===== config.mk =====
export PLATFORM = sky130hd
export DESIGN_NAME = debounce_event_counter_amisha
export DESIGN_NICKNAME = d
export VERILOG_FILES = /design/src/rtl/debounce_event_counter_amisha.sv
export SDC_FILE = /design/constraint.sdc
export NUM_CORES = 1
export LEC_CHECK = 0
export CORE_ASPECT_RATIO = 0.8
export CORE_MARGIN = 5
export CORE_UTILIZATION = 35
export DETAILED_ROUTE_END_ITERATION = 7
export PLACE_DENSITY = 0.53
export SLEW_MARGIN = 30
export SYNTH_ARGS = -nofsm -noshare
export SYNTH_HDL_FRONTEND = slang
export SYNTH_SLANG_ARGS = --single-unit

===== constraint.sdc =====
create_clock -name clk_amisha -period 2.9 [get_ports clk_amisha]
set_input_delay 0.725 -clock clk_amisha [delete_from_list [all_inputs] [get_ports clk_amisha]]
set_output_delay 0.725 -clock clk_amisha [all_outputs]
set_load 0.05 [all_outputs]

===== src/rtl/debounce_event_counter_amisha.sv =====
// rtl/debounce_event_counter_amisha.sv - multi-channel switch debounce with raw/debounced edge counters
// Per-channel 3-flop sync, 4-state debounce FSM, wrap/saturate counters, registered readout.
module debounce_event_counter_amisha #(
  parameter int N_CH      = 2,
  parameter int CNT_W     = 8,
  parameter int DB_CYCLES = 1000000,
  parameter bit SAT       = 1'b0,
  localparam int SEL_W    = (N_CH > 1) ? $clog2(N_CH) : 1
) (
  input  logic             clk_amisha,
  input  logic             reset_amisha,
  input  logic [N_CH-1:0]  sw_amisha,
  input  logic [N_CH-1:0]  clr_amisha,
  input  logic [SEL_W-1:0] sel_amisha,
  output logic [N_CH-1:0]  db_level_amisha,
  output logic [N_CH-1:0]  db_tick_amisha,
  output logic [N_CH-1:0]  ovf_amisha,
  output logic [CNT_W-1:0] raw_cnt_amisha,
  output logic [CNT_W-1:0] db_cnt_amisha
);

  localparam int TW = $clog2(DB_CYCLES);
  localparam logic [TW-1:0] TLOAD = TW'(DB_CYCLES - 1);

  typedef enum logic [1:0] {ZERO, WAIT1, ONE, WAIT0} state_t;

  logic [N_CH-1:0]  r_s1, r_s2, r_s3;
  state_t           r_state     [N_CH];
  state_t           w_state_nxt [N_CH];
  logic [TW-1:0]    r_timer     [N_CH];
  logic [TW-1:0]    w_timer_nxt [N_CH];
  logic [N_CH-1:0]  w_raw_tick, w_db_tick, w_db_level;
  logic [CNT_W-1:0] r_raw_cnt   [N_CH];
  logic [CNT_W-1:0] r_db_cnt    [N_CH];
  logic [N_CH-1:0]  r_ovf;
  logic [CNT_W-1:0] w_raw_sel, w_db_sel;
  logic [CNT_W-1:0] r_raw_out, r_db_out;

  always_ff @(posedge clk_amisha) begin
    if (!reset_amisha) begin
      r_s1 <= '0;
      r_s2 <= '0;
      r_s3 <= '0;
    end else begin
      r_s1 <= sw_amisha;
      r_s2 <= r_s1;
      r_s3 <= r_s2;
    end
  end

  assign w_raw_tick = r_s2 & ~r_s3;

  always_ff @(posedge clk_amisha) begin
    for (int c = 0; c < N_CH; c++) begin
      if (!reset_amisha) begin
        r_state[c] <= ZERO;
        r_timer[c] <= '0;
      end else begin
        r_state[c] <= w_state_nxt[c];
        r_timer[c] <= w_timer_nxt[c];
      end
    end
  end

  // Tick is Mealy: raised in the last WAIT1 cycle so it lines up with the count update.
  always_comb begin
    for (int c = 0; c < N_CH; c++) begin
      w_state_nxt[c] = r_state[c];
      w_timer_nxt[c] = r_timer[c];
      w_db_tick[c]   = 1'b0;
      w_db_level[c]  = 1'b0;
      case (r_state[c])
        ZERO: begin
          if (r_s2[c]) begin
            w_state_nxt[c] = WAIT1;
            w_timer_nxt[c] = TLOAD;
          end
        end
        WAIT1: begin
          if (!r_s2[c]) begin
            w_state_nxt[c] = ZERO;
          end else if (r_timer[c] == '0) begin
            w_state_nxt[c] = ONE;
            w_db_tick[c]   = 1'b1;
          end else begin
            w_timer_nxt[c] = r_timer[c] - TW'(1);
          end
        end
        ONE: begin
          w_db_level[c] = 1'b1;
          if (!r_s2[c]) begin
            w_state_nxt[c] = WAIT0;
            w_timer_nxt[c] = TLOAD;
          end
        end
        WAIT0: begin
          w_db_level[c] = 1'b1;
          if (r_s2[c]) begin
            w_state_nxt[c] = ONE;
          end else if (r_timer[c] == '0) begin
            w_state_nxt[c] = ZERO;
          end else begin
            w_timer_nxt[c] = r_timer[c] - TW'(1);
          end
        end
        default: begin
          w_state_nxt[c] = ZERO;
        end
      endcase
    end
  end

  always_ff @(posedge clk_amisha) begin
    for (int c = 0; c < N_CH; c++) begin
      if (!reset_amisha) begin
        r_raw_cnt[c] <= '0;
        r_db_cnt[c]  <= '0;
        r_ovf[c]     <= 1'b0;
      end else if (clr_amisha[c]) begin
        r_raw_cnt[c] <= '0;
        r_db_cnt[c]  <= '0;
        r_ovf[c]     <= 1'b0;
      end else begin
        if (w_raw_tick[c]) begin
          if (&r_raw_cnt[c]) begin
            r_ovf[c] <= 1'b1;
            if (!SAT) r_raw_cnt[c] <= '0;
          end else begin
            r_raw_cnt[c] <= r_raw_cnt[c] + CNT_W'(1);
          end
        end
        if (w_db_tick[c]) begin
          if (&r_db_cnt[c]) begin
            r_ovf[c] <= 1'b1;
            if (!SAT) r_db_cnt[c] <= '0;
          end else begin
            r_db_cnt[c] <= r_db_cnt[c] + CNT_W'(1);
          end
        end
      end
    end
  end

  // Out-of-range selects match no channel and read as zero.
  always_comb begin
    w_raw_sel = '0;
    w_db_sel  = '0;
    for (int c = 0; c < N_CH; c++) begin
      if (sel_amisha == SEL_W'(c)) begin
        w_raw_sel = r_raw_cnt[c];
        w_db_sel  = r_db_cnt[c];
      end
    end
  end

  always_ff @(posedge clk_amisha) begin
    if (!reset_amisha) begin
      r_raw_out <= '0;
      r_db_out  <= '0;
    end else begin
      r_raw_out <= w_raw_sel;
      r_db_out  <= w_db_sel;
    end
  end

  assign db_level_amisha = w_db_level;
  assign db_tick_amisha  = w_db_tick;
  assign ovf_amisha      = r_ovf;
  assign raw_cnt_amisha  = r_raw_out;
  assign db_cnt_amisha   = r_db_out;

endmodule

# Word level (Yosys, flattened, before mapping)
# Memories as Yosys holds them, arrays and structs flattened.
# Cells that the tools add are included.
[totals]
regBits = 24
mem_bits_rw = 76
output_inout_bits = 22
wordCells = 162
mem_count = 4
[op_classes]
add_sub_neg = 6
eq_ne = 6
muxes = 108
bitwise_logic = 19
n_reduce_logical = 12
[memory_table]
columns = ["memory", "words", "width", "read_ports", "rd_ports_with_merged_regs", "write_ports", "line", "source"]
rows = [
  ["r_timer", 2, 20, 2, 0, 2, "30", "logic [TW-1:0] r_timer [N_CH];"],
  ["r_db_cnt", 2, 8, 2, 0, 2, "34", "logic [CNT_W-1:0] r_db_cnt [N_CH];"],
  ["r_raw_cnt", 2, 8, 2, 0, 2, "33", "logic [CNT_W-1:0] r_raw_cnt [N_CH];"],
  ["r_state", 2, 2, 2, 0, 2, "28", "state_t r_state [N_CH];"],
]
[op_table]
columns = ["operator", "n"]
rows = [
  ["$mux 20", 12],
  ["$pmux 20 s4", 2],
  ["$mux 8", 14],
  ["$mux 1", 64],
  ["$logic_not 20->1", 2],
  ["$sub 20x1->20 const B", 2],
  ["$add 8x1->8 const B", 4],
  ["$reduce_and 8->1", 4],
  ["$mux 2", 14],
  ["$or 1x1->1", 16],
  ["$pmux 2 s4", 2],
  ["$eq 2x2->1 const B", 4],
  ["$reduce_or 2->1", 4],
  ["$eq 2x1->1 const B", 2],
  ["$logic_not 2->1", 2],
  ["$and 2x2->2", 1],
  ["$not 2->2", 1],
  ["$not 1->1", 1],
]

# Logic depth before layout (Yosys ltp)
# Gate-level depths: netlist (run 1).
[depth]
word_depth = 10
ltp_mapped = 8

# Least setup slack after synthesis (run 1)
# Ideal clock, no wire load.
[synth_timing]
path_kind = "register to register"
start = "memory r_timer[0][16] (netlist name)"
end = "memory r_db_cnt[0][2], data pin"
setup_time_ns = 0.150
arrival_time_ns = 3.011
required_ns = 2.750
setup_slack_ns = -0.261
path_stages_with_launch = 7
n_path_buf = 1
synth_period_minus_slack_ns = 3.161
path_cell_list = "dfxtp_1 -> or3_1 -> or3_1 -> clkbuf_1 -> nor3_1 -> nand3b_1 -> nor2_1"
[synth_rtl]
columns = ["element", "line"]
rows = [
  ["from (decl)", "30"],
  ["to (decl)", "34"],
]

==> out/metrics.yaml, run 1 <==
sta:
  slew_headroom: 0.4924
  finalHoldViolCount: 0
  setup-violations-final: 0
  finalClockSkew_ps: 7.990
  finalMaxSlewViolations: 0
  fin_crit_ps: 2850
  fmax_mhz: 350.8
  final.setup.tns_ps: 0
  finalWorstSetupSlack_ps: 49.68
  worst_pin_slew_ps: 756.4
  timing.final.crit_share: 0.9829
  rsz0062_at_grt: "true"
power_and_ir_drop:
  powerDensity_mw_per_mm2: 559.3
  leakage_nw: 2.103
  ir_worst_vdd_mv: 0.2931
  total_power_w: 0.003141
synthesis:
  async_flop_share: 0
  synth.avg_cell_area_um2: 9.307
  synth_simple_gate_area_share: 0.2369
  synth.net_count: 524
  synth_compound_area_frac: 0.1094
  syn_area_mm2: 0.004737
  synth-seq-cells: 100
  synth_xor_area_frac: 0.07211
  synth.yosys.warnings: 0
  ys.flop_type: "dfxtp_1"
  synth-edff-count: 32
  yosysSeqAreaShare: 0.4902
  yosys.cell_types.count: 49
  yosys.area.top_type: "dfxtp_1"
  synth_top_family_by_area: "simple AND/OR/NAND/NOR gates"
  synthMuxAreaShare: 0.04253
  synthAdderAreaFrac: 0.02113
  synth_area_leaders: "dfxtp_1 29%, edfxtp_1 20%, nor2_1 7.2%"
  synthTopCellsByCount: "91 x nor2_1, 68 x dfxtp_1, 32 x edfxtp_1"
  syn_inst: 509
  synth.most_common_cell: "nor2_1"
  synth_top_area_frac: 0.2874
placed_design:
  hpwlAfterDp_um: 7569
  io_buffer_count: 28
  gp_congestion: 0.7904
  dp.cells: 712
  place_ws_ps: 206.3
global_routing:
  grt_pass1_vias: 3659
  grt_max_degree: 24
  grtUsageTotal: 0.1397
  grt_pass1_wl_um: 18270
  antenna_found_initial: 0
  overflow: 0
worst_setup_path:
  crit_path_max_fanout: 5
  worstPathArrival_ps: 2130
  startpoint_type: "flop"
  required_ps: 2170
  crit_type: "reg -> out"
  end_kind: "output port"
run:
  max-cap-violations: 0
routing:
  vias: 3701
  avgViaCountPerCell: 5.077
  ant_nets: 0
  drc: 0
  wire_per_inst_um: 14.57
  wirelength_um: 10630
  drtIter0Drc: 214
  dr.pass1.iters: 4
cts:
  htreeDepth: 3
  clk_pin_slew_worst_paths_ps: 70
  cts-root-buf: "clkbuf_16"
  cts_sinks: 100
  cts_hold_buf: 0
  cts_tree: "yes"
  cts_buffer_depth: 2
  worstSkewPairLatency_ps: 340
  cts_buffers: 9
floorplan:
  io_pins: 29
  dieArea_mm2: 0.01598
  dieHeight_um: 114.1
  std_cell_rows: 38
  die_w_um: 140.1
  start_util: 0.3533
  coreArea_mm2: 0.01341
layout:
  area_growth_pct: 18.57
  fin_cells: 729
  layout-drive-gt1-share: 0.09472
  n_antenna_cell: 0
  nNetsFinal: 559
run_status:
  status: "completed"
hold_path:
  min_path_type: "reg -> reg"
[report_power, final]
| group | total [W] | switching [W] | leakage, nW | internal [W] |
|---|---|---|---|---|
| clock network | 0.00110 | 0.000519 | 0.129 | 0.000577 |
| registers | 0.00159 | 0.0000719 | 0.915 | 0.00151 |
| logic | 0.000460 | 0.000274 | 1.06 | 0.000186 |
[cells by family (layout without fill, tap and decap cells)]
group	after synthesis	count (layout)
AND/OR/NAND/NOR	225	225
flip-flops	100	100
AO/OA/AOI/OAI	82	82
XOR/XNOR	39	39
buffers and inverters	35	75
multiplexers	20	20
adder cells (fa/ha/maj)	8	8
[cells in the final DEF, fill, tap and decap left out, types with 11 or more instances in the layout]
master	netlist	final
a21oi_1	18	18
edfxtp_1	32	32
xor2_1	22	22
xnor2_1	17	17
nand3_1	20	19
buf_4	0	15
dfxtp_1	68	65
nor2_1	91	90
and3_1	11	11
nand2_1	25	25
nor3_1	18	17
clkdlybuf4s50_1	0	26
o21ai_0	27	25
inv_1	16	16
mux2i_1	19	19
[per-layer routing]
metal / track usage / wire (um) / share of wire
met2: 0.2156 / 4806 / 0.45
met4: 0.03615 / 82 / 0.0077
met1: 0.1986 / 5349 / 0.50
met3: 0.03257 / 386 / 0.036
met5: 0 / 0 / 0
[cell type report]
type / instances / area [um^2]
repair buffers: 43 / 412.9
clock inverters: 7 / 42.54
fillers: 1311 / 7791
multi-input cells: 374 / 2325
well taps: 180 / 225.2
clock buffers: 9 / 225.2
flip-flops and latches: 100 / 2326
inverters: 16 / 60.06
[flip-flops by register name, summed over array words and instances (netlist names), named ones only]
| name | flops |
|---|---|
| raw_cnt_amisha | 8 |
| r_s1 | 2 |
| r_db_cnt | 16 |
| r_s3 | 2 |
| db_cnt_amisha | 8 |
| r_s2 | 2 |
| r_timer | 40 |
| r_raw_cnt | 16 |
| r_state | 2 |
| ovf_amisha | 2 |
[per-stage QoR]
stage                     utilization  hold slack [ps]  cell area (um^2)
after floorplan                     -            411.9              4743
after global placement         0.3955            417.2              5303
after global routing           0.4189            449.3              5617
final                          0.4189            432.4              5617
after CTS                      0.4171            436.4              5593
after detailed placement       0.3955            421.2              5303
[worst max-delay path, cell delays in order, from the launching register on]
cell	delay, ps
dfxtp_2	340
or4_4	520
or4_4	510
nor2_4	120
and2_4	170
buf_12	130
[worst paths after layout]
path | startpoint | slack [ps] | cells after the start | end
max | r_timer[1][11]$_SDFFE_PN0P_ | 50 | 5 | db_tick_amisha[1]
min | r_s1[0]$_SDFF_PN0_ | 430 | 1 | r_s2[0]$_SDFF_PN0_
max reg2reg | r_timer[1][11]$_SDFFE_PN0P_ | 300 | 6 | r_timer[1][15]$_SDFFE_PN0P_
min reg2reg | r_s1[0]$_SDFF_PN0_ | 430 | 1 | r_s2[0]$_SDFF_PN0_
[repair_timing]
action,in CTS,in global routing
buffers inserted,1,0
pin swaps,2,0
gates resized for setup,6,5
setup endpoints to repair,1,2
(Power assumes the default switching activity.)
==> inputs of run 2 (changes only) <==
- CORE_UTILIZATION: 35 -> 55
- PLACE_DENSITY: 0.53 -> 0.76
- SKIP_CTS_REPAIR_TIMING: not set -> 1
- TNS_END_PERCENT: not set -> 10
==> run 2 against run 1 <==
  * Global-route usage increased by 6.6 points
  * Final area is 2.4% lower
  * Register-to-register slack worse by 20 ps
  * Cell count fell by 9.1%
  * Critical path type unchanged
==> out/metrics.yaml, run 2 (synthesized netlist as in run 1, its figures left out) <==
sta:
  rsz0062_at_grt: "true"
  fmax_mhz: 346.0
  slew_headroom: 0.4795
  finalHoldViolCount: 0
  setup-violations-final: 0
  worst_pin_slew_ps: 777.8
  finalClockSkew_ps: 12.70
  finalMaxSlewViolations: 0
  fin_crit_ps: 2890
  timing.final.crit_share: 0.9966
global_routing:
  grt_pass1_vias: 3804
  antenna_found_initial: 0
  grt_max_degree: 25
  grtUsageTotal: 0.2059
  overflow: 0
  grt_pass1_wl_um: 17580
layout:
  final_cell_mix: "90 x nor2_1, 63 x dfxtp_1, 32 x edfxtp_1"
  area_growth_pct: 15.72
  regMostFlops: "r_timer"
  top_regs: "r_timer x40, r_db_cnt x16, r_raw_cnt x16"
  largest_register_ffs: 40
  layout-drive-gt1-share: 0.09982
  nNetsFinal: 561
  finalInstanceArea_mm2: 0.005482
  final_common_cell: "nor2_1"
  n_antenna_cell: 0
routing:
  wirelength_um: 10330
  avgViaCountPerCell: 5.766
  drtIter0Drc: 250
  ant_nets: 0
  drc: 0
  wire_per_inst_um: 15.58
  dr.pass1.iters: 5
  vias: 3823
floorplan:
  start_util: 0.5609
  io_pins: 29
  dieArea_mm2: 0.01058
  dieHeight_um: 93.01
  coreArea_mm2: 0.008446
  die_w_um: 113.8
  std_cell_rows: 30
power_and_ir_drop:
  share_comb_of_total_power: 0.157
  leakage_nw: 2.081
  intPower_w: 0.002113
  powerDensity_mw_per_mm2: 540.5
  swShare: 0.2868
  switching_power_w: 0.0008497
  ir_worst_vdd_mv: 0.2960
  total_power_w: 0.002963
  power_frac_seq: 0.534
  p_clk_frac: 0.308
cts:
  cts_tree: "yes"
  cts-root-buf: "clkbuf_8"
  cts_sinks: 100
  worstSkewPairLatency_ps: 370
  cts_buffers: 9
  cts_buffer_depth: 2
  clk_pin_slew_worst_paths_ps: 90
  htreeDepth: 3
worst_setup_path:
  cp_common_cell: "or4_4"
  critPathBufInv: 1
  crit_path_max_fanout: 3
  critPathTopFamily: "simple AND/OR/NAND/NOR gates"
  end_kind: "output port"
  required_ps: 2170
  critical-path-max-stage-delay_ps: 550
  crit_slowest_cell: "or4_4"
  worstPathArrival_ps: 2170
  crit_path_cell_trace: "or4_4 > or4_4 > nor2_4 > and2_4 > buf_12"
  crit_type: "reg -> out"
  startpoint_type: "flop"
run:
  max-cap-violations: 0
placed_design:
  placed_area_mm2: 0.005209
  io_buffer_count: 28
  hpwlAfterDp_um: 7233
  gp_congestion: 0.8233
hold_path:
  min_path_type: "reg -> reg"
run_status:
  status: "completed"
[run 2: cell types whose count changed in the layout (fill, tap and decap cells not counted), sizes merged]
cell,previous run,this run
clkinvlp,2,1
bufinv,0,1
clkbuf,9,10
inv,17,19
clkinv,4,1
buf,17,19
[run 2: final timing paths]
path,depth (start not counted),start,endpoint,slack [ps]
setup reg to reg,6,r_timer[1][13]$_SDFFE_PN0P_,r_timer[1][15]$_SDFFE_PN0P_,280
hold reg to reg,1,r_s1[0]$_SDFF_PN0_,r_s2[0]$_SDFF_PN0_,450
setup / recovery,5,r_timer[1][13]$_SDFFE_PN0P_,db_tick_amisha[1],10
hold / removal,1,r_s1[0]$_SDFF_PN0_,r_s2[0]$_SDFF_PN0_,450
[run 2: per-stage QoR]
stage | hold slack, ps | utilization | setup TNS, ps | cells | setup slack (ps)
2_1_floorplan | 411.9 | - | -638.0 | 509 | -113.5
3_3_place_gp | 422.7 | 0.6167 | 0 | 643 | 264.0
3_5_place_dp | 427.1 | 0.6167 | 0 | 643 | 236.9
4_1_cts | 448.1 | 0.6403 | -233.3 | 659 | -172.3
5_1_grt | 482.4 | 0.6490 | -87.78 | 663 | -56.03
6_report | 452.4 | 0.6490 | 0 | 663 | 9.716
[run 2: final cells by class]
| type | count | area [um^2] |
|---|---|---|
| multi-input combinational | 374 | 2318 |
| clock buffer | 10 | 127.6 |
| fill | 683 | 2964 |
| clock inverter | 6 | 71.32 |
| inverter | 16 | 60.06 |
| sequential | 100 | 2336 |
| timing repair buffer | 45 | 427.9 |
| tap | 112 | 140.1 |
[run 2: power by group through the flow]
stage	clock network [W]	logic, W	registers, W
floorplan	0	0.000302	0.00163
global placement	0	0.000434	0.00161
detailed placement	0	0.000447	0.00161
CTS	0.000934	0.000450	0.00158
global route	0.000990	0.000517	0.00159
finish	0.000914	0.000466	0.00158
[run 2: layer usage]
layer,part of all wire,global-route usage
met2,0.46,0.3304
met1,0.48,0.2764
met4,0.013,0.07407
met5,0,0
met3,0.044,0.04269
[run 2: worst reg2reg max path: stages, from the launching register on]
cell	delay, ps
dfxtp_2	340
or4_4	550
or4_4	520
buf_4	190
or4_4	510
or3_1	310
a21oi_1	140
==> inputs of run 3 (changes only) <==
- CORE_MARGIN: 5 -> not set
==> run 3 against run 2 <==
  * Fmax up 0.49%
  * Worst hold slack about the same
  * Global-route usage up 3.6 points
  * Setup slack better by 14 ps
  * Critical endpoint unchanged
  * Largest power group unchanged
==> out/metrics.yaml, run 3 (synthesized netlist as in run 1, its figures left out) <==
run_status:
  status: "completed"
sta:
  worst_pin_slew_ps: 765.2
  fmax_mhz: 347.7
  fin_hold_ws_ps: 452.4
  setup-violations-final: 0
  finalClockSkew_ps: 10.47
  finalMaxSlewViolations: 0
  finalHoldViolCount: 0
  timing.final.crit_share: 0.9918
  final.setup.tns_ps: 0
  rsz0062_at_grt: "true"
  fin_crit_ps: 2876
  slew_headroom: 0.4880
layout:
  regMostFlops: "r_timer"
  final_cell_mix: "90 x nor2_1, 63 x dfxtp_1, 32 x edfxtp_1"
  top_regs: "r_timer x40, r_db_cnt x16, r_raw_cnt x16"
  final_common_cell: "nor2_1"
  n_antenna_cell: 0
  fin_cells: 657
  nNetsFinal: 559
  area_growth_pct: 14.79
  layout-drive-gt1-share: 0.08925
  final_util: 0.6690
  largest_register_ffs: 40
worst_setup_path:
  critical-path-max-stage-delay_ps: 520
  crit_path_max_fanout: 5
  end_kind: "output port"
  crit_type: "reg -> out"
  cp.depth: 5
  critPathBufInv: 1
  critPathTopFamily: "simple AND/OR/NAND/NOR gates"
  cp_common_cell: "or4_4"
  startpoint_type: "flop"
  crit_slowest_cell: "or4_4"
  required_ps: 2170
  r2r_slack_ps: 280
  worstPathArrival_ps: 2150
  crit_path_cell_trace: "or4_4 > or4_4 > nor2_4 > and2_4 > buf_12"
  ff2ff_path_depth: 6
power_and_ir_drop:
  powerDensity_mw_per_mm2: 536.5
  ir_worst_vdd_mv: 0.3445
  leakage_nw: 2.058
cts:
  cts_sinks: 100
  cts_buffer_depth: 2
  htreeDepth: 3
  cts_tree: "yes"
  worstSkewPairLatency_ps: 370
  cts-root-buf: "clkbuf_8"
  cts_buffers: 9
  clk_pin_slew_worst_paths_ps: 80
floorplan:
  std_cell_rows: 29
  dieArea_mm2: 0.008990
  dieHeight_um: 85.01
  io_pins: 29
  start_util: 0.5828
  coreArea_mm2: 0.008128
  die_w_um: 105.8
hold_path:
  min_path_cells: 1
  min_path_type: "reg -> reg"
global_routing:
  grt_pass1_vias: 3660
  grt_max_degree: 20
  overflow: 0
  antenna_found_initial: 0
  grt_pass1_wl_um: 17060
  grtUsageTotal: 0.2421
placed_design:
  hpwlAfterDp_um: 7253
  gp_congestion: 0.8561
  io_buffer_count: 28
  dp.cells: 640
routing:
  wirelength_um: 10210
  dr.pass1.iters: 4
  wire_per_inst_um: 15.54
  drtIter0Drc: 274
  drc: 0
  ant_nets: 0
  vias: 3791
  avgViaCountPerCell: 5.770
run:
  max-cap-violations: 0
## run 3: cell count changes in the layout (fill, tap and decap cells not counted)
cell	previous run	this run
buf_4	17	15
clkbuf_1	1	3
clkinv_1	0	1
clkinv_2	1	0
clkinv_4	0	1
dfxtp_2	2	4
dfxtp_4	3	1
inv_6	2	0
inv_8	1	0
or3_1	8	9
or3_4	2	1
## run 3: worst register-to-register path, cell delays in order, from the launching register on
cell and delay, ps:
dfxtp_2 350, or4_4 520, or4_4 520, buf_4 200, or4_4 510, or3_1 320
a21oi_1 140
## run 3: final cells by class
cell class / count / area (um^2)
fill: 656 / 2690
sequential: 100 / 2331
multi-input combinational: 374 / 2313
timing repair buffer: 43 / 412.9
clock buffer: 12 / 135.1
tap: 108 / 135.1
inverter: 16 / 60.06
clock inverter: 4 / 50.05
## run 3: layer usage
metal | routed length, um | GRT usage
met5 | 0 | 0
met4 | 149 | 0.08081
met3 | 519 | 0.05684
met2 | 4794 | 0.3987
met1 | 4746 | 0.3157
## run 3: worst paths after layout
check,start,to
setup / recovery,r_timer[1][11]$_SDFFE_PN0P_,db_tick_amisha[1]
hold / removal,r_s1[1]$_SDFF_PN0_,r_s2[1]$_SDFF_PN0_
setup reg to reg,r_timer[1][11]$_SDFFE_PN0P_,r_timer[1][15]$_SDFFE_PN0P_
hold reg to reg,r_s1[1]$_SDFF_PN0_,r_s2[1]$_SDFF_PN0_
## run 3: power by group
part | switching [W] | total [W] | leakage, nW | internal, W
registers | 0.0000722 | 0.00158 | 0.916 | 0.00151
logic | 0.000279 | 0.000468 | 1.05 | 0.000190
clock network | 0.000466 | 0.000865 | 0.0882 | 0.000399
## run 3: metrics by stage
stage                     setup WS [ps]  power, W  cell area [um^2]
after floorplan                  -113.5  0.001929              4742
after detailed placement          249.4  0.002066              5211
after global placement            275.8  0.002044              5211
after global routing             -35.65  0.003041              5438
final                             23.90  0.002917              5438
after CTS                        -177.7  0.002918              5396
